## src/rtl/regbank_pkg.sv

```systemverilog
// Shared definitions for the register bank: function-select encoding and select-width helper.
package regbank_pkg;

  localparam logic [1:0] FS_DEC  = 2'b00;
  localparam logic [1:0] FS_INC  = 2'b01;
  localparam logic [1:0] FS_LOAD = 2'b10;
  localparam logic [1:0] FS_CLR  = 2'b11;

  // A bank of one register still needs a 1-bit select port.
  function automatic int sel_w(input int r);
    return (r > 1) ? $clog2(r) : 1;
  endfunction

endpackage

```

## src/rtl/register_cell.sv

```systemverilog
// One N-bit register of the bank: dec/inc/load/clear with wrap or saturate at the boundaries.
module register_cell
  import regbank_pkg::*;
#(
  parameter int         N         = 8,
  parameter bit         SATURATE  = 1'b0,
  parameter logic [N-1:0] RESET_VAL = '0
) (
  input  logic         clk,
  input  logic         rst_n,
  input  logic         en,
  input  logic [1:0]   funsel,
  input  logic [N-1:0] load,
  output logic [N-1:0] q,
  output logic         zero,
  output logic         bound_hit
);

  logic [N-1:0] r_q;
  logic [N-1:0] w_next;
  logic         w_hit;

  always_comb begin
    w_next = r_q;
    w_hit  = 1'b0;
    if (en) begin
      case (funsel)
        FS_DEC: begin
          if (r_q == '0) begin
            w_hit  = 1'b1;
            w_next = SATURATE ? '0 : '1;
          end else begin
            w_next = r_q - 1'b1;
          end
        end
        FS_INC: begin
          if (r_q == '1) begin
            w_hit  = 1'b1;
            w_next = SATURATE ? '1 : '0;
          end else begin
            w_next = r_q + 1'b1;
          end
        end
        FS_LOAD: w_next = load;
        FS_CLR:  w_next = RESET_VAL;
        default: w_next = r_q;
      endcase
    end
  end

  always_ff @(posedge clk or negedge rst_n) begin
    if (!rst_n) r_q <= RESET_VAL;
    else        r_q <= w_next;
  end

  assign q         = r_q;
  assign zero      = (r_q == '0);
  assign bound_hit = w_hit;

endmodule

```

## src/rtl/register_bank.sv

```systemverilog
// R x N general-purpose register array with shared function select, two combinational read ports
// and a registered wrap/saturate event pulse.
module register_bank
  import regbank_pkg::*;
#(
  parameter int           N         = 8,
  parameter int           R         = 4,
  parameter bit           SATURATE  = 1'b0,
  parameter logic [N-1:0] RESET_VAL = '0
) (
  input  logic                clk,
  input  logic                rst_n,
  input  logic [R-1:0]        reg_en,
  input  logic [1:0]          funsel,
  input  logic [N-1:0]        load,
  input  logic [sel_w(R)-1:0] sel_a,
  input  logic [sel_w(R)-1:0] sel_b,
  output logic [N-1:0]        out_a,
  output logic [N-1:0]        out_b,
  output logic [R-1:0]        zero_flags,
  output logic                wrap_evt
);

  localparam int SEL_W = sel_w(R);

  logic [N-1:0] w_q [R];
  logic [R-1:0] w_hit;
  logic         r_wrap;

  for (genvar i = 0; i < R; i++) begin : g_cell
    register_cell #(
      .N         (N),
      .SATURATE  (SATURATE),
      .RESET_VAL (RESET_VAL)
    ) u_cell (
      .clk       (clk),
      .rst_n     (rst_n),
      .en        (reg_en[i]),
      .funsel    (funsel),
      .load      (load),
      .q         (w_q[i]),
      .zero      (zero_flags[i]),
      .bound_hit (w_hit[i])
    );
  end

  // Out-of-range selects fall through to zero because no index matches.
  always_comb begin
    out_a = '0;
    out_b = '0;
    for (int i = 0; i < R; i++) begin
      if (sel_a == SEL_W'(i)) out_a = w_q[i];
      if (sel_b == SEL_W'(i)) out_b = w_q[i];
    end
  end

  always_ff @(posedge clk or negedge rst_n) begin
    if (!rst_n) r_wrap <= 1'b0;
    else        r_wrap <= |w_hit;
  end

  assign wrap_evt = r_wrap;

endmodule

```

## config.mk

```make
export PLATFORM = sky130hd
export DESIGN_NAME = register_bank
export DESIGN_NICKNAME = d
export VERILOG_FILES = /design/src/rtl/regbank_pkg.sv /design/src/rtl/register_cell.sv /design/src/rtl/register_bank.sv
export SDC_FILE = /design/constraint.sdc
export NUM_CORES = 1
export LEC_CHECK = 0
export CORE_UTILIZATION = 48
export DETAILED_ROUTE_END_ITERATION = 16
export PLACE_DENSITY = 0.74
export SYNTH_ARGS = -nofsm -noshare
export SYNTH_HDL_FRONTEND = slang
export SYNTH_HIERARCHICAL = 1
export SYNTH_SLANG_ARGS = --single-unit
```

## constraint.sdc

```tcl
create_clock -name clk -period 3.3 [get_ports clk]
set_input_delay 0.66 -clock clk [delete_from_list [all_inputs] [get_ports clk]]
set_output_delay 0.66 -clock clk [all_outputs]
set_load 0.03 [all_outputs]
```

==> flow_metrics.env <==
export IMPL_fin_worst_skew_ps=6.627
export IMPL_rsz0062_at_grt="false"
export IMPL_die_w_um=92.82
export IMPL_final_util=0.5716
export IMPL_period_minus_slack_ps=3126
export IMPL_critPathMaxFanout=8
export IMPL_syn_inst=458
export IMPL_setup_slack_ps=174.1
export IMPL_synth_xor_area_frac=0.02655
export IMPL_worstPathArrival_ps=2470
export IMPL_max_cap_violations=0
export IMPL_grt_max_degree=41
export IMPL_antenna_diode_count=0
export IMPL_die_y_um=92.82
export IMPL_crit_required_ps=2640
export IMPL_critPathCaptureType="output port"
export IMPL_numClockSinks=33
export IMPL_holdBufCountCts=0
export IMPL_preCtsSetupSlack_ps=177.8
export IMPL_synth_simple_area_share=0.2535
export IMPL_cp_start_kind="input port"
export IMPL_ir_drop_uv=373.3
export IMPL_drive_gt1_frac=0.1567
export IMPL_grt_pass1_wl_um=18560
export IMPL_numCtsBuffers=5
export IMPL_grt_overflow=0
export IMPL_path_class="in2out"
export IMPL_rows=32
export IMPL_coreArea_um2=7848
export IMPL_fin_tns_setup_ps=0
export IMPL_htree_num_levels=2
export IMPL_antenna_found_initial=0
export IMPL_status="completed"
export IMPL_dr_first_iter_drc_count=236
export IMPL_synth_mux_area_fraction=0.1113
export IMPL_crit_start="sel_b[0]"
export IMPL_final_antenna_net_count=0
export IMPL_place_congestion=0.9164
export IMPL_num_vias=4027
export IMPL_netlist_area_um2=3959
export IMPL_wl_um=11960
export IMPL_grt_most_used_layer="met2"
export IMPL_ys_ff_latch=33
export IMPL_met2_usage=0.4424
export IMPL_synthAdderAreaFrac=0.03793
export IMPL_synth_compound_area_share=0.2617
export IMPL_min_path_type="in2async"
export IMPL_pin_count=41
export IMPL_final_hold_violation_count=0
export IMPL_dp_hpwl_um=8387
export IMPL_cts_max_path_buffers=2
export IMPL_insertion_delay_ps=290
export IMPL_place_port_buffers=40
export IMPL_ys_async_sr_fraction=1.000
export IMPL_power_density_nw_per_um2=470.5
export IMPL_synth_seq_area_share=0.2086
export IMPL_area_growth_synth_to_final_pct=13.31
export IMPL_post_route_drc_count=0
export IMPL_path_clk_slew_ps=80
export IMPL_max_freq_mhz=319.9
export IMPL_worst_pin_slew_ps=829.8
export IMPL_r2r_start="g_cell[1].u_cell/q[0]"
export IMPL_synth_top_family_by_area="compound AO/OA/AOI/OAI gates"
export IMPL_met3_usage=0.04269
export IMPL_period_share=0.9472
export IMPL_cts_resized=0
export IMPL_power_leakage_nw=1.739
export IMPL_synth_nets=490
export IMPL_avgViaCountPerCell=6.860
export IMPL_grt_pass1_vias=3631
export IMPL_nets=517
export IMPL_wl_per_cell_um=20.38
export IMPL_power_w=0.002110
export IMPL_maxSlewHeadroom=0.4468
export IMPL_post_cts_buffers=0
export IMPL_yosysWarnings=6
export IMPL_slew_violations=0
export IMPL_grt_usage=0.2799
export IMPL_setup_viol=0
export IMPL_first_pass_iters=7
export IMPL_synth_flop_cell="dfrtp_1"
export IMPL_synth_enable_flop_cells=0
export IMPL_fp_dieArea_um2=8615
export IMPL_synth_avg_cell_area_um2=8.644
export IMPL_root_buffer="clkbuf_8"
export IMPL_synth_cell_types=48
export IMPL_cts_tree="yes"
export IMPL_grt_util_met1=0.3645
export IMPL_initial_core_util=0.5045
[cells by family (layout without fill, tap and decap cells)]
kind of cell	count (synthesis)	count (layout)
compound gates	140	140
flops	33	33
mux	24	24
fa+ha+maj	12	12
xor+xnor	12	12
simple gates	161	161
buf+inv	76	103
[Yosys cell counts, drive strengths merged, types with 5 or more instances]
master / number / area [um^2]
dfrtp: 33 / 825.8
nand2b: 12 / 75.07
nand3: 20 / 100.1
a32oi: 8 / 70.07
o21ai: 28 / 140.1
o211ai: 12 / 90.09
buf: 30 / 222.7
nor2: 20 / 75.07
nor4b: 8 / 130.1
and3: 8 / 50.05
inv: 40 / 150.1
or4: 5 / 37.54
mux2i: 8 / 80.08
nand2: 28 / 105.1
ha: 12 / 150.1
xnor2: 12 / 105.1
nor3: 16 / 145.1
a21oi: 32 / 175.2
mux4: 16 / 360.4
nor2b: 8 / 50.05
clkbuf: 6 / 25.02
a221oi: 8 / 120.1
nor4: 12 / 75.07
a311oi: 8 / 70.07
a211oi: 8 / 60.06
[placed cells by master, fill, tap and decap left out, drive strengths merged, types with 12 or more instances in the layout]
master         instances
a21oi                 32
buf                   18
clkdlybuf4s50         38
dfrtp                 33
ha                    12
inv                   40
mux4                  16
nand2                 28
nand2b                12
nand3                 20
nor2                  20
nor3                  16
nor4                  12
o211ai                12
o21ai                 28
xnor2                 12
[critical path, stage by stage]
cell and delay (ps):
clkdlybuf4s50_1 500, buf_12 150, mux4_2 530, clkdlybuf4s50_1 610
[report_power, final]
part / switching [W] / leakage (nW) / internal (W)
registers: 0.000241 / 0.408 / 0.000477
clock network: 0.000173 / 0.0443 / 0.000166
logic: 0.000562 / 1.29 / 0.000492
[cell type report]
cell class,count,area (um^2)
fill,706,3362
multi-input combinational,349,2735
sequential,33,825.8
timing repair buffer,56,560.5
inverter,40,150.1
tap,102,127.6
clock buffer,7,86.33
[flip-flops by register name (all words and copies together) (netlist names)]
register         count
wrap_evt             1
g_cell.u_cell/q     32
[stage by stage]
step | std cells | hold slack [ps] | area [um^2]
finish | 587 | 458.3 | 4486
global route | 587 | 514.2 | 4486
floorplan | 458 | 364.4 | 3959
detailed placement | 580 | 661.5 | 4399
CTS | 587 | 491.8 | 4486
global placement | 580 | 653.7 | 4399
[worst paths after layout]
| check | to | slack [ps] | depth (start not counted) |
|---|---|---|---|
| min in group clk | g_cell[0].u_cell/q[0] | 690 | 2 |
| worst min register to register | g_cell[0].u_cell/q[0] | 690 | 2 |
| max in group asynchronous | g_cell[2].u_cell/q[3] | 2310 | 1 |
| worst min-delay path | g_cell[1].u_cell/q[4] | 460 | 1 |
| worst max register to register | wrap_evt | 1090 | 7 |
| worst max-delay path | out_b[3] | 170 | 4 |
[metal layers]
layer	wire, um	part of all wire
met1	4649	0.39
met2	5480	0.46
met3	1251	0.10
met4	583	0.049
met5	0	0
(Power assumes the default switching activity.)
